**src/rtl/byte_lane_dly_seq.sv**
```systemverilog
// Streams the 19 programmed taps of a 32x8 shadow table into a DDR3 byte lane, then strobes set.
// Latency: ld_delay on E1..E19 after start at E0, set at E(20+SET_GAP), done at E(21+SET_GAP).
// Backpressure: none; start while busy is ignored and writes while busy are dropped (flagged on wr_err).
module byte_lane_dly_seq #(
  parameter int SET_GAP = 2
) (
  input  logic       clk_div,
  input  logic       rst,
  input  logic       wr_en,
  input  logic [4:0] wr_addr,
  input  logic [7:0] wr_data,
  input  logic       start,
  output logic       busy,
  output logic       done,
  output logic       wr_err,
  output logic [7:0] dly_data,
  output logic [4:0] dly_addr,
  output logic       ld_delay,
  output logic       set
);

  typedef enum logic [2:0] {S_IDLE, S_LOAD, S_GAP, S_SET, S_DONE} state_t;

  localparam logic [3:0] GAP_LAST = 4'(SET_GAP - 1);

  state_t     state_q, state_d;
  logic [4:0] k_q, k_d;
  logic [3:0] cnt_q, cnt_d;
  logic [7:0] tbl_q [32];
  logic [4:0] lane_addr;

  logic       busy_q, busy_d;
  logic       done_q, done_d;
  logic       ld_q, ld_d;
  logic       set_q, set_d;
  logic       err_q;
  logic [7:0] data_q, data_d;
  logic [4:0] addr_q, addr_d;

  // Indices 0..9 map to output delays, 10..18 skip the hole to the input delays at 16..24.
  assign lane_addr = (k_q < 5'd10) ? k_q : k_q + 5'd6;

  // State, sequence index and gap counter registers.
  always_ff @(posedge clk_div or posedge rst) begin
    if (rst) begin
      state_q <= S_IDLE;
      k_q     <= '0;
      cnt_q   <= '0;
    end else begin
      state_q <= state_d;
      k_q     <= k_d;
      cnt_q   <= cnt_d;
    end
  end

  // Next-state logic: walk the 19 entries, wait out the gap, then set and done.
  always_comb begin
    state_d = state_q;
    k_d     = k_q;
    cnt_d   = cnt_q;
    case (state_q)
      S_IDLE: begin
        if (start) begin
          k_d     = '0;
          state_d = S_LOAD;
        end
      end
      S_LOAD: begin
        k_d   = k_q + 5'd1;
        cnt_d = '0;
        if (k_q == 5'd18) begin
          state_d = (SET_GAP == 0) ? S_SET : S_GAP;
        end
      end
      S_GAP: begin
        cnt_d = cnt_q + 4'd1;
        if (cnt_q == GAP_LAST) begin
          state_d = S_SET;
        end
      end
      S_SET:   state_d = S_DONE;
      S_DONE:  state_d = S_IDLE;
      default: state_d = S_IDLE;
    endcase
  end

  // Output decode from the current state; registered below so the lane sees clean strobes.
  always_comb begin
    busy_d = (state_q != S_IDLE);
    ld_d   = (state_q == S_LOAD);
    set_d  = (state_q == S_SET);
    done_d = (state_q == S_DONE);
    addr_d = ld_d ? lane_addr : 5'd0;
    data_d = ld_d ? tbl_q[lane_addr] : 8'd0;
  end

  // Output registers; async reset drops everything to zero immediately.
  always_ff @(posedge clk_div or posedge rst) begin
    if (rst) begin
      busy_q <= 1'b0;
      done_q <= 1'b0;
      ld_q   <= 1'b0;
      set_q  <= 1'b0;
      addr_q <= '0;
      data_q <= '0;
    end else begin
      busy_q <= busy_d;
      done_q <= done_d;
      ld_q   <= ld_d;
      set_q  <= set_d;
      addr_q <= addr_d;
      data_q <= data_d;
    end
  end

  // Sticky dropped-write flag, cleared only by an accepted start.
  always_ff @(posedge clk_div or posedge rst) begin
    if (rst) begin
      err_q <= 1'b0;
    end else if (state_q == S_IDLE && start) begin
      err_q <= 1'b0;
    end else if (state_q != S_IDLE && wr_en) begin
      err_q <= 1'b1;
    end
  end

  // Shadow table: writes land only while idle, so a write alongside start is streamed.
  always_ff @(posedge clk_div or posedge rst) begin
    if (rst) begin
      for (int i = 0; i < 32; i++) begin
        tbl_q[i] <= '0;
      end
    end else if (state_q == S_IDLE && wr_en) begin
      tbl_q[wr_addr] <= wr_data;
    end
  end

  assign busy     = busy_q;
  assign done     = done_q;
  assign wr_err   = err_q;
  assign dly_data = data_q;
  assign dly_addr = addr_q;
  assign ld_delay = ld_q;
  assign set      = set_q;

endmodule

```
**config.mk**
```make
export PLATFORM = sky130hd
export DESIGN_NAME = byte_lane_dly_seq
export DESIGN_NICKNAME = d
export VERILOG_FILES = /design/src/rtl/byte_lane_dly_seq.sv
export SDC_FILE = /design/constraint.sdc
export NUM_CORES = 1
export LEC_CHECK = 0
export ABC_AREA = 0
export ABC_CLOCK_PERIOD_IN_PS = 8700
export BUFFER_PORTS_ARGS = -buffer_cell sky130_fd_sc_hd__buf_2
export CORE_MARGIN = 8
export CORE_UTILIZATION = 41
export DETAILED_ROUTE_END_ITERATION = 16
export GPL_TIMING_DRIVEN = 0
export PLACE_DENSITY = 0.59
export REMOVE_ABC_BUFFERS = 1
export SLEW_MARGIN = 15
export SYNTH_ARGS = -nofsm -noshare
export SYNTH_HDL_FRONTEND = slang
export SYNTH_SLANG_ARGS = --single-unit
```
**constraint.sdc**
```tcl
create_clock -name clk_div -period 8.7 [get_ports clk_div]
set_input_delay 0.435 -clock clk_div [delete_from_list [all_inputs] [get_ports clk_div]]
set_output_delay 0.435 -clock clk_div [all_outputs]
set_load 0.005 [all_outputs]
```
==> out/qor.log <==
qor: power_and_ir_drop.power-per-cell-area 337 nW/µm²
qor: synth.yosys_most_used_dff sky130_fd_sc_hd__dfrtp_1
qor: final_layout.instances_no_fill 1557
qor: routing.drt_drc_violations_left 0
qor: routing.vias_per_cell 5.77
qor: critical_path.crit_chain inv_2 > ha_1 > a21oi_4 > nor2_4 > buf_12 > buf_16 > mux4_2 > a221o_1 > o32a_1
qor: global_route.number_of_global_route_vias_before_repair 9012
qor: synth.synth_warnings 0
qor: synth.synth.cell_area 13600 µm²
qor: routing.final_antenna_net_count 0
qor: clock_tree.clkTransAtPathRegs 0.07 ns
qor: die.dieWidth 198 µm
qor: synth.post_synth_inst_count 1084
qor: final_layout.diodes 0
qor: clock_tree.tritoncts done
qor: sta.final-max-slew-violation-count 0
qor: clock_tree.cts.htree.levels 1
qor: critical_path.crit_arrival 4.94 ns
qor: sta.fmax 223 MHz
qor: sta.slew_headroom 0.236
qor: critical_path.worst_ep_required_time 9.15 ns
qor: placement.gpl.final_weighted_congestion 0.851
qor: min_path.timing.hold.worst.class input port to flop
qor: routing.vias 8984
qor: synth.asyncSetResetFlopFracSynth 1.00
qor: die.design.core.area 32600 µm²
qor: global_route.antenna_found_initial 0
qor: sta.setup_tns 0 ns
qor: power_and_ir_drop.clkPwrFrac 0.254
qor: global_route.grt_overflow 0
qor: placement.dp.final_hpwl 23100 µm
qor: power_and_ir_drop.power.ir.vdd_worst 0.177 mV
qor: critical_path.critPathLaunch k_q[1]
qor: power_and_ir_drop.internal_power 0.00314 W
qor: routing.avgRoutedWirePerCell 22.9 µm
qor: critical_path.worst-path-max-fanout 30
qor: placement.io_buffers 34
qor: synth.postSynthRegisterBits 286
qor: sta.tightestPinTransition 1.14 ns
qor: synth.yosysSeqAreaShare 0.525
qor: critical_path.critical_path_class flop to flop
qor: critical_path.setup.worst_path.end_class flop
qor: global_route.grtUsageTotal 0.185
qor: global_route.grt_max_degree 88
qor: clock_tree.tritoncts.num_buffers 31
qor: power_and_ir_drop.switchingPower 0.00199 W
qor: routing.totalWireLength 35600 µm
qor: sta.final_period_minus_worst_setup_slack 4.49 ns
qor: final_layout.final_layout_size_suffix_gt1_frac 0.361
qor: sta.period_share 0.516
qor: global_route.grt_pass1_wl 55900 µm
qor: power_and_ir_drop.switching_part_of_the_total_power 0.389
qor: synth.synthesis.area_per_instance 12.6 µm²
qor: clock_tree.root_buffer sky130_fd_sc_hd__clkbuf_16
qor: die.ioPinCount 35
qor: clock_tree.insertion_delay 0.57 ns
qor: synth.synth_enable_flop_cells 0
qor: power_and_ir_drop.seq_power_share 0.347
qor: clock_tree.cts.path.max_buffers 3
qor: clock_tree.cts_hold_buf 1
qor: job.timing.max_cap.violations 0
qor: sta.rsz_0062_raised_after_global_routing no
qor: die.chipHeight 198 µm
qor: final_layout.flow.area_growth_from_synthesis 11.7%
qor: final_layout.final_net_count 1114
qor: critical_path.slowest_stage sky130_fd_sc_hd__dfrtp_1
qor: routing.firstDrtPassIters 5
qor: power_and_ir_drop.power_leakage 7.16 nW
qor: sta.worst_clock_skew 0.0209 ns
qor: clock_tree.post_cts_resize_count 0
qor: power_and_ir_drop.comb_power_share 0.399
qor: die.fp.dieArea 39300 µm²
qor: die.fp-row-count 66
qor: min_path.worstHoldStart start
qor: critical_path.critPathMaxStageDelay 1.05 ns
qor: critical_path.worst_reg2reg_startpoint k_q[1]
qor: clock_tree.numClockSinks 286
qor: clock_tree.cts_setup_buffers 0
qor: final_layout.finished_core_util 0.467
qor: die.initial_utilization 0.418
qor: run_status.outcome completed
qor: critical_path.startpoint_type flop
qor: sta.setup_viol 0
qor: placement.place_inst 1499
qor: routing.drt_first_iter_violations 702
qor: sta.hold_vio_cnt_final 0
qor: synth.ys_types 72
## through the flow
| step | power, W | hold slack, ns | setup slack (ns) | instance area (µm²) |
|---|---|---|---|---|
| 6_report | 0.00513 | 0.0857 | 4.21 | 15200 |
| 3_3_place_gp | 0.00376 | 0.481 | -3.08 | 14000 |
| 3_5_place_dp | 0.00385 | 0.475 | 4.26 | 14200 |
| 4_1_cts | 0.00517 | 0.0573 | 4.24 | 15200 |
| 5_1_grt | 0.00541 | 0.0638 | 4.12 | 15200 |
| 2_1_floorplan | 0.00304 | 0.471 | 0.373 | 13300 |
## kinds of logic after synthesis
kind of cell             synth area share
flip-flops                          0.525
multiplexers                        0.278
AND/OR/NAND/NOR                    0.0893
AO/OA/AOI/OAI                      0.0732
adder cells (fa/ha/maj)           0.00551
buffers and inverters              0.0275
XOR/XNOR                          0.00129
## power groups by stage
stage	registers (W)	logic [W]	clock network [W]
4_1_cts	0.00178	0.00206	0.00134
3_5_place_dp	0.00180	0.00205	0
2_1_floorplan	0.00176	0.00129	0
3_3_place_gp	0.00181	0.00194	0
5_1_grt	0.00181	0.00220	0.00139
6_report	0.00178	0.00205	0.00130
## layout make-up
type	count	area, µm²
multi-input cells	719	6100
clock inverters	8	68.8
repair buffers	42	350
fillers	2972	17400
flip-flops and latches	286	7160
inverters	11	48.8
well taps	442	553
clock buffers	49	943
## worst max-delay path, delay by kind of cell, from the launching register on
family / cells / cell delay, ns
flip-flops: 1 / 1.05
adder cells (fa/ha/maj): 1 / 0.76
buffers and inverters: 3 / 0.74
AO/OA/AOI/OAI: 3 / 0.68
AND/OR/NAND/NOR: 1 / 0.57
multiplexers: 1 / 0.53
## synthesized netlist by cell type (all sizes together), types with 3 or more instances
cell type,number,share of area
a2111oi,3,0.0019
mux4,18,0.030
a211oi,7,0.0039
nor3,23,0.013
nor2b,9,0.0041
a22oi,3,0.0020
o21ai,30,0.012
o41ai,3,0.0019
nor3b,3,0.0017
inv,8,0.0022
buf,31,0.014
a32oi,10,0.0064
clkbuf,37,0.010
nor4,8,0.0041
nor2,46,0.015
nand2,105,0.029
a2bb2oi,3,0.0024
o32ai,6,0.0039
mux2,267,0.22
o22ai,18,0.0083
dfrtp,286,0.52
nand3,21,0.0077
a21oi,29,0.012
o32a,3,0.0022
o221ai,8,0.0051
and2,9,0.0042
nand2b,5,0.0025
ha,6,0.0055
a31oi,7,0.0032
or3,3,0.0014
clkinv,3,0.00083
mux2i,38,0.028
and3,4,0.0018
## final timing paths
check,slack (ns),cells after the start,endpoint
setup / recovery,4.21,9,dly_data[4]
hold / removal,0.09,2,k_q[3]
max in group asynchronous,7.13,5,tbl_q[88]
setup reg to reg,4.21,9,dly_data[4]
min in group asynchronous,0.41,3,done
hold reg to reg,0.50,1,tbl_q[25]
## metal layers
layer	share of wire	vias up	track usage
li1	-	3988	-
met1	0.45	4713	0.258
met2	0.47	232	0.294
met3	0.057	51	0.0316
met4	0.020	0	0.0465
met5	0	-	0
## flip-flops by register name (all words and copies together), names as in the netlist
signal    count
cnt_q         4
dly_addr      5
tbl_q       256
done          1
busy          1
dly_data      8
ld_delay      1
k_q           5
state_q       3
wr_err        1
set           1
## placed cells by master (no fill, tap or decap), types with 4 or more instances in the layout
cell type,instances
sky130_fd_sc_hd__dfrtp_1,285
sky130_fd_sc_hd__mux2_2,267
sky130_fd_sc_hd__nand2_1,103
sky130_fd_sc_hd__nor2_1,41
sky130_fd_sc_hd__mux2i_1,38
sky130_fd_sc_hd__buf_2,34
sky130_fd_sc_hd__clkbuf_16,31
sky130_fd_sc_hd__o21ai_0,27
sky130_fd_sc_hd__a21oi_1,27
sky130_fd_sc_hd__nand3_1,21
sky130_fd_sc_hd__nor3_1,18
sky130_fd_sc_hd__mux4_2,18
sky130_fd_sc_hd__o22ai_1,18
sky130_fd_sc_hd__a32oi_1,10
sky130_fd_sc_hd__clkbuf_8,10
sky130_fd_sc_hd__nor2b_1,9
sky130_fd_sc_hd__and2_1,8
sky130_fd_sc_hd__o221ai_1,8
sky130_fd_sc_hd__clkbuf_1,8
sky130_fd_sc_hd__nor4_1,7
sky130_fd_sc_hd__a211oi_1,7
sky130_fd_sc_hd__a31oi_1,7
sky130_fd_sc_hd__o32ai_1,6
sky130_fd_sc_hd__ha_1,6
sky130_fd_sc_hd__clkinv_2,6
sky130_fd_sc_hd__nor3_4,5
sky130_fd_sc_hd__inv_1,5
sky130_fd_sc_hd__and3_1,4
sky130_fd_sc_hd__nand2b_1,4
sky130_fd_sc_hd__buf_16,4
Note: power is estimated with default switching activity, not from simulation.
